### src/rtl/aes_stream_ctrl.sv
// aes_stream_ctrl: valid/ready block sequencer around an iterative AES-128 core.
// Define AES_STREAM_CTRL_PREFETCH_EN for a one-entry input prefetch register.
module aes_stream_ctrl #(
  parameter int N        = 128,
  parameter int R        = 10,
  parameter int CORE_LAT = 11
) (
  input  logic         clk,
  input  logic         rst,
  input  logic         in_valid,
  output logic         in_ready,
  input  logic [N-1:0] in_pt,
  input  logic [N-1:0] in_key,
  output logic [N-1:0] core_pt,
  output logic [N-1:0] core_key,
  output logic         core_rst_n,
  input  logic [N-1:0] core_ct,
  output logic         out_valid,
  input  logic         out_ready,
  output logic [N-1:0] out_ct,
  output logic         busy,
  output logic [15:0]  blk_cnt
);

  localparam int CW = $clog2(CORE_LAT + 1);
  localparam logic [CW-1:0] CNT_LAST = CW'(CORE_LAT - 1);
  localparam logic [CW-1:0] CNT_MAX  = CW'(CORE_LAT);

  if (CORE_LAT < 1 || R < 1) begin : g_param_check
    $error("aes_stream_ctrl: CORE_LAT and R must both be at least 1");
  end

  typedef enum logic [1:0] {IDLE, LOAD, RUN, DONE} state_t;

  state_t        state, state_nxt;
  logic [CW-1:0] cnt;
  logic          in_hs, out_hs, run_last, load_core;
  logic [N-1:0]  load_pt, load_key;

  assign in_hs    = in_valid && in_ready;
  assign out_hs   = out_valid && out_ready;
  assign run_last = (state == RUN) && (cnt == CNT_LAST);

`ifdef AES_STREAM_CTRL_PREFETCH_EN
  logic         pend_full, promote, direct, fill;
  logic [N-1:0] pend_pt, pend_key;

  assign in_ready = !rst && ((state == IDLE) || !pend_full);
  assign promote  = (state == DONE) && out_hs && pend_full;
  // A block goes straight to the core when the core is free at that edge.
  assign direct   = in_hs && ((state == IDLE) || ((state == DONE) && out_hs && !pend_full));
  assign fill     = in_hs && !direct;

  assign load_core = direct || promote;
  assign load_pt   = promote ? pend_pt  : in_pt;
  assign load_key  = promote ? pend_key : in_key;

  always_ff @(posedge clk or posedge rst) begin
    if (rst) begin
      pend_full <= 1'b0;
    end else if (fill) begin
      pend_full <= 1'b1;
    end else if (promote) begin
      pend_full <= 1'b0;
    end
  end

  always_ff @(posedge clk) begin
    if (fill) begin
      pend_pt  <= in_pt;
      pend_key <= in_key;
    end
  end
`else
  assign in_ready  = !rst && (state == IDLE);
  assign load_core = in_hs;
  assign load_pt   = in_pt;
  assign load_key  = in_key;
`endif

  always_comb begin
    state_nxt = state;
    case (state)
      IDLE:    if (in_hs) state_nxt = LOAD;
      LOAD:    state_nxt = RUN;
      RUN:     if (cnt == CNT_LAST) state_nxt = DONE;
      DONE:    if (out_hs) state_nxt = load_core ? LOAD : IDLE;
      default: state_nxt = IDLE;
    endcase
  end

  // busy and core_rst_n are registered copies of the next state.
  always_ff @(posedge clk or posedge rst) begin
    if (rst) begin
      state      <= IDLE;
      cnt        <= '0;
      core_pt    <= '0;
      core_key   <= '0;
      core_rst_n <= 1'b0;
      out_ct     <= '0;
      out_valid  <= 1'b0;
      busy       <= 1'b0;
      blk_cnt    <= '0;
    end else begin
      state      <= state_nxt;
      busy       <= (state_nxt != IDLE);
      core_rst_n <= (state_nxt != LOAD);
      if (state == LOAD) begin
        cnt <= '0;
      end else if (state == RUN && cnt != CNT_MAX) begin
        cnt <= cnt + 1'b1;
      end
      if (load_core) begin
        core_pt  <= load_pt;
        core_key <= load_key;
      end
      if (run_last) begin
        out_ct    <= core_ct;
        out_valid <= 1'b1;
      end else if (out_hs) begin
        out_valid <= 1'b0;
      end
      if (out_hs) begin
        blk_cnt <= blk_cnt + 16'd1;
      end
    end
  end

endmodule

### config.mk
export PLATFORM = sky130hd
export DESIGN_NAME = aes_stream_ctrl
export DESIGN_NICKNAME = d
export VERILOG_FILES = /design/src/rtl/aes_stream_ctrl.sv
export SDC_FILE = /design/constraint.sdc
export NUM_CORES = 1
export LEC_CHECK = 0
export BUFFER_PORTS_ARGS = -buffer_cell sky130_fd_sc_hd__buf_2
export CORE_AREA = 2 2 307 309
export CTS_CLUSTER_DIAMETER = 150
export DETAILED_ROUTE_END_ITERATION = 8
export DIE_AREA = 0 0 309 311
export SLEW_MARGIN = 20
export SYNTH_ARGS = -nofsm -noshare
export SYNTH_HDL_FRONTEND = slang
export SYNTH_SLANG_ARGS = --single-unit
### constraint.sdc
create_clock -name clk -period 29.3 [get_ports clk]
set_input_delay 4.395 -clock clk [delete_from_list [all_inputs] [get_ports clk]]
set_output_delay 4.395 -clock clk [all_outputs]
set_load 0.02 [all_outputs]
Word level (Yosys, flattened, before mapping)
Index checks and enable logic that the tools add are counted.
{"block": "totals", "rom_bits": 0, "elab_cells": 36, "input_bits": 388, "reg_bits": 409, "n_memories": 0, "out_inout_bits": 404, "latch_bits": 0, "ramBits": 0}
{"block": "op_classes", "n_shift": 0, "eq_ne": 6, "order_cmp": 0, "n_mul": 0, "reduce_logical": 10, "add_sub_neg": 2, "bitwise": 0, "n_div": 0, "muxes": 9}
{"op": "$add A16 B1 Y16 const B", "count": 1}
{"op": "$mux W4", "count": 2}
{"op": "$pmux W2 S4", "count": 1}
{"op": "$mux W2", "count": 3}
{"op": "$reduce_bool A2 Y1", "count": 3}
{"op": "$logic_and A1 B1 Y1", "count": 5}
{"op": "$add A4 B1 Y4 const B", "count": 1}
{"op": "$eq A2 B2 Y1 const B", "count": 2}
{"op": "$eq A4 B4 Y1 const B", "count": 1}
{"op": "$ne A4 B4 Y1 const B", "count": 1}
{"op": "$mux W1", "count": 3}
{"op": "$eq A2 B1 Y1 const B", "count": 1}
{"op": "$logic_not A2 Y1", "count": 1}
{"op": "$ne A2 B1 Y1 const B", "count": 1}
{"op": "$logic_not A1 Y1", "count": 1}

Depth between registers and ports, before layout
Gate-level depths: netlist of run 1.
{"block": "depth", "word_depth": 7, "mapped_depth": 8}

Worst setup path after synthesis of run 1
No wires, ideal clock.
{"block": "synth_path", "kind": "input -> output", "start": "in rst", "end": "out in_ready", "path_stages": 1, "t_arrival_ns": 4.690, "path_slack_ns": 20.215, "path_cell_list": "nor3_2"}
{"block": "synth_between", "elab_chain_len": 2}
{"element": "start, declared", "line": "9", "text": "input logic rst,"}
{"element": "$logic_not A1 Y1 (no line)"}
{"element": "$logic_and A1 B1 Y1", "line": "75", "text": "assign in_ready = !rst && (state == IDLE);"}
{"element": "end, declared", "line": "11", "text": "output logic in_ready,"}
No other way between the ends.

Worst setup path after layout of run 1
Same ends and word-level chain as after synthesis.

==> impl_metrics.toml, run 1 <==
[timing]
layout_min_cycle_time_ns = 9.31
setup-tns-final_ns = 0
setup-violations-final = 0
finalMaxSlewViolations = 0
maxSlewHeadroom_pct = 36.0
fin_skew_ns = 0.00965
tightest_slew_ns = 0.960
fmaxAchievable_mhz = 107
fin_crit_sh_pct = 31.8
hold_viol = 0
rsz0062_at_grt = "false"

[job]
drv_cap = 0

[yosys]
synth_fa_ha_area_share_pct = 0.241
syn_area_per_cell_um2 = 10.7
synth_top_family_by_area = "simple AND/OR/NAND/NOR gates"
async_flop_share_pct = 100
yosysWarnings = 0
synth_seq_cells = 409
synth_xor_xnor_area_share_pct = 0.842
netlist_area_mm2 = 0.0156
synth-simple-area-share_pct = 19.8
synth_top_cells_by_area = "dfrtp_1 66%, nand2_1 19%, mux2_2 4.8%, mux2_1 4.5%, buf_6 1.8%"
synth.area.mux_share_pct = 9.57
synth-main-ff-cell = "dfrtp_1"
syn_nets = 1845
yosysTopAreaCell = "dfrtp_1"
synth.most_common_cell = "nand2_1"
synth_common_cells = "774 x nand2_1, 409 x dfrtp_1, 66 x mux2_2, 63 x mux2_1, 36 x buf_2"
synth_cell_type_count = 27
synth-edff-count = 0
synthCells = 1454
synth_compound_area_share_pct = 0.353
synth_top_area_share_pct = 65.6
ys_seq_area_share_pct = 65.6

[clock_network]
clk_path_buf_depth = 3
cts_tree = "built"
cts_resized = 0
post_cts_buffers = 0
cts_made_buffers = 48
clkTransAtPathRegs_ns = 0.06
htree_levels = 2
hold_buffers = 0
clock-sinks = 409
insertion_delay_ns = 0.59
root_buffer = "clkbuf_16"

[placed_design]
routabilityCongestion = 0.830
post-dp-hpwl_um = 39300
place_inst = 3439
port_buffers = 791

[cells_and_area]
drive_gt1_share_pct = 42.0
final_util_pct = 24.0
nNetsFinal = 2626
area_delta_synth_final_pct = 42.7
fin_cells = 3524

[drt]
wl_um = 53600
dr.pass1.iters = 5
drtIter0Drc = 890
drc = 0
ant_nets = 0
num_vias = 12848
wire_per_inst_um = 15.2
viasPerCell = 3.65

[hold_path]
min_from = "core_pt[79]$_DFFE_PP0P_"
hp-class = "reg2reg"

[pwr]
powerDensity_mw_per_mm2 = 106
p_leak_nw = 12.2
ir_drop_mv = 0.0456

[worst_setup_path]
r2r-start = "state[1]$_DFF_PP0_"
worstPathMaxFanout = 2
cp.required_ns = 24.90
worstPathArrival_ns = 4.92
setup.worst_path.start = "rst"
path_class = "in2out"
worstSetupEndpointType = "output pin"
start_kind = "input port"

[floorplan]
dieArea_mm2 = 0.0961
num_rows = 112
coreArea_mm2 = 0.0928
die-width_um = 309
die_y_um = 311
io_pins = 792
initial_core_util_pct = 16.8

[run_status]
status = "finished, final reports clean"

[global_routing]
grt_usage_pct = 10.6
grt.overflow.total = 0
grt_pass1_wl_um = 78300
antenna_found_initial = 13
grt_pass1_vias = 12836
grt_max_degree = 137
[through the flow]
step                      hold slack (ns)  worst slack, ns  total power, mW  area (um^2)
after detailed placement            0.457            20.00             1.80        20700
after global routing                0.484            19.98             2.51        22300
after global placement              0.455            20.02             1.79        20700
after floorplan                     0.569            13.53             1.44        15600
after CTS                           0.471            19.99             2.41        22300
final                               0.465            19.99             2.37        22300
[final cells by class]
class                      count  area, um^2
fill                       10126       70500
antenna                        2        5.00
inverter                       6        37.5
timing repair buffer         804        4070
sequential                   409       10200
tap                         1254        1570
clock inverter                18         148
multi-input combinational    966        4810
clock buffer                  65        1400
[final timing paths]
check	to	slack, ns	cells past startpoint
max	in_ready	19.99	3
min	core_pt[79]$_DFFE_PP0P_	0.46	2
max reg2reg	core_key[100]$_DFFE_PP0P_	26.25	6
min reg2reg	core_pt[79]$_DFFE_PP0P_	0.46	2
max in group asynchronous	out_ct[31]$_DFFE_PP0P_	22.47	5
min in group asynchronous	core_pt[125]$_DFFE_PP0P_	3.91	2
[kinds of logic (layout without fill, tap and decap cells)]
logic type	count (synthesis)	after routing
AND/OR/NAND/NOR	806	806
flip-flops	409	409
multiplexers	133	133
buffers and inverters	79	893
XOR/XNOR	15	15
AO/OA/AOI/OAI	9	9
adder cells (fa/ha/maj)	3	3
other	0	2
[sequential cells by signal, indices dropped and copies added, names as in the netlist]
name,count
blk_cnt,16
busy,1
cnt,4
core_key,128
core_pt,128
core_rst_n,1
out_ct,128
out_valid,1
state,2
[critical path, stage by stage]
cell	delay, ns
buf_2	0.14
nor3_2	0.17
buf_2	0.21
[power by group]
group          switching (mW)  internal [mW]
Sequential              0.122          0.796
Combinational           0.555          0.302
Clock                   0.250          0.342
Total                   0.927           1.44
[routing by layer]
metal / global-route usage, % / vias to the layer above / share of wire, %
met5: 0 / - / 0.23
met4: 4.05 / 18 / 3.3
met3: 3.41 / 109 / 8.6
met2: 18.4 / 522 / 49
met1: 12.1 / 6080 / 39
li1: - / 6119 / -
[cell usage in the layout, fill, tap and decap left out, types with 5 or more instances in the layout]
master       n
nand3_1      8
nor2_1       8
clkbuf_8    11
buf_2      791
mux2_1      63
mux2_2      66
clkinv_2     7
buf_4       12
xnor2_1     11
clkbuf_16   49
clkbuf_1     5
dfrtp_1    409
nand2_1    774
No activity file was read; power rests on OpenSTA's default activity.
==> inputs of run 2 (changes only) <==
- CORE_AREA: 2 2 307 309 -> 2 2 308 310
- DIE_AREA: 0 0 309 311 -> 0 0 310 312
- clock period: 29.3 -> 9.6 ns (I/O delays scaled with it)
==> impl_metrics.toml, run 2 (synthesis gave the netlist of run 1 again) <==
[run_status]
status = "finished, final reports clean"

[clock_network]
insertion_delay_ns = 0.59
cts_resized = 0
cts_tree = "built"
htree_levels = 2
root_buffer = "clkbuf_16"
clkTransAtPathRegs_ns = 0.06
hold_buffers = 0
cts_made_buffers = 48
post_cts_buffers = 0
clk_path_buf_depth = 3
clock-sinks = 409

[timing]
fmaxAchievable_mhz = 284
setup-tns-final_ns = 0
tightest_slew_ns = 0.997
layout_min_cycle_time_ns = 3.52
fin_skew_ns = 0.0128
finalMaxSlewViolations = 0
setup-violations-final = 0
hold_viol = 0
rsz0062_at_grt = "false"
maxSlewHeadroom_pct = 33.5
final.setup.worst_slack_ns = 6.08
fin_crit_sh_pct = 36.7

[worst_setup_path]
start_kind = "input port"
cp.required_ns = 10.12
worstSetupEndpointType = "register"
path_delay_family = "buffers and inverters"
slowest_delay_ns = 0.70
worstPathMaxFanout = 72
path_class = "in2reg"
crit_path_top_delay_cell = "buf_4"
crit_chain = "buf_2 > nor3_2 > and2_4 > buf_4 > buf_4 > nand2_1 > nand2_1"
crit_buf_inv = 3
worstPathArrival_ns = 4.05

[pwr]
p_leak_nw = 12.3
power_mw = 7.40
powerDensity_mw_per_mm2 = 330
ir_drop_mv = 0.139

[drt]
drc = 0
num_vias = 12909
wire_per_inst_um = 15.9
drtIter0Drc = 822
ant_nets = 0
routed.top_layer = "met5"
met1Wirelength_um = 23100
viasPerCell = 3.66
dr.pass1.iters = 5
wl_met2_um = 27400
wl_um = 56200
wl_met3_um = 4480

[placed_design]
place_ws_ns = 5.46
routabilityCongestion = 0.876
dpl_cell_area_mm2 = 0.0207
place_inst = 3436
port_buffers = 791
post-dp-hpwl_um = 42100

[cells_and_area]
final_common_cell = "buf_2"
final_cell_mix = "791 x buf_2, 774 x nand2_1, 409 x dfrtp_1"
multi_input_area_mm2 = 0.00481
nNetsFinal = 2623
reg.largest.list = "core_key x128, core_pt x128, out_ct x128"
fill_cells = 10165
area.sequential_mm2 = 0.0102
drive_gt1_share_pct = 41.9
fin_cells = 3527
final_area_mm2 = 0.0224
area_delta_synth_final_pct = 43.5

[global_routing]
grt_pass1_wl_um = 81500
grt_pass1_vias = 12924
grt_max_degree = 148
grt.overflow.total = 0
antenna_found_initial = 8
grt_usage_pct = 11.1

[hold_path]
hp-class = "reg2reg"

[floorplan]
io_pins = 792
die_y_um = 312
dieArea_mm2 = 0.0967
die-width_um = 310
initial_core_util_pct = 16.8
coreArea_mm2 = 0.0930
num_rows = 112

[job]
drv_cap = 0
-- run 2: changes by cell type in the layout (fill, tap and decap cells not counted) --
cell        delta
bufinv_16      +4
buf_12         +2
clkbuf_8       +1
buf_4          -5
clkinv_4       -3
clkbuf_1       +4
diode_2        +2
clkinvlp_4     -2
-- run 2: metrics by stage --
stage          util [%]  hold slack [ns]
2_1_floorplan         -            0.569
3_3_place_gp       22.3            0.453
3_5_place_dp       22.3            0.457
4_1_cts            24.0            0.471
5_1_grt            24.0            0.483
6_report           24.1            0.466
-- run 2: where the power goes --
group / switching [mW] / leakage [nW] / internal [mW]
Clock: 0.752 / 0.819 / 1.16
Sequential: 0.414 / 5.12 / 2.43
Combinational: 1.71 / 6.32 / 0.924
Total: 2.88 / 12.3 / 4.52
-- run 2: layout make-up --
type	instances	share of cell area, %
well taps	1254	7.01
repair buffers	801	18.2
flip-flops and latches	409	45.7
diodes	4	0.0447
clock inverters	17	1.03
multi-input cells	966	21.5
clock buffers	70	6.37
inverters	6	0.151
-- run 2: final timing paths --
kind	startpoint	to	slack, ns	cells after the start
worst max-delay path	rst	core_key[105]$_DFFE_PP0P_	6.08	7
max in group asynchronous	rst	core_key[100]$_DFFE_PP0P_	6.88	4
worst min register to register	core_key[63]$_DFFE_PP0P_	core_key[63]$_DFFE_PP0P_	0.47	2
worst max register to register	state[1]$_DFF_PP0_	core_key[105]$_DFFE_PP0P_	6.34	6
worst min-delay path	core_key[63]$_DFFE_PP0P_	core_key[63]$_DFFE_PP0P_	0.47	2
min in group asynchronous	rst	core_key[119]$_DFFE_PP0P_	0.82	2
-- run 2: layer usage --
metal	vias to the layer above	global-route usage (%)
met5	-	0
met4	6	3.19
met2	516	18.8
li1	6117	-
met3	68	2.95
met1	6202	13.7
-- run 2: worst min-delay path, stage by stage, from the launching register on --
cell,delay [ns]
dfrtp_1,0.34
nand2_1,0.05
nand2_1,0.05
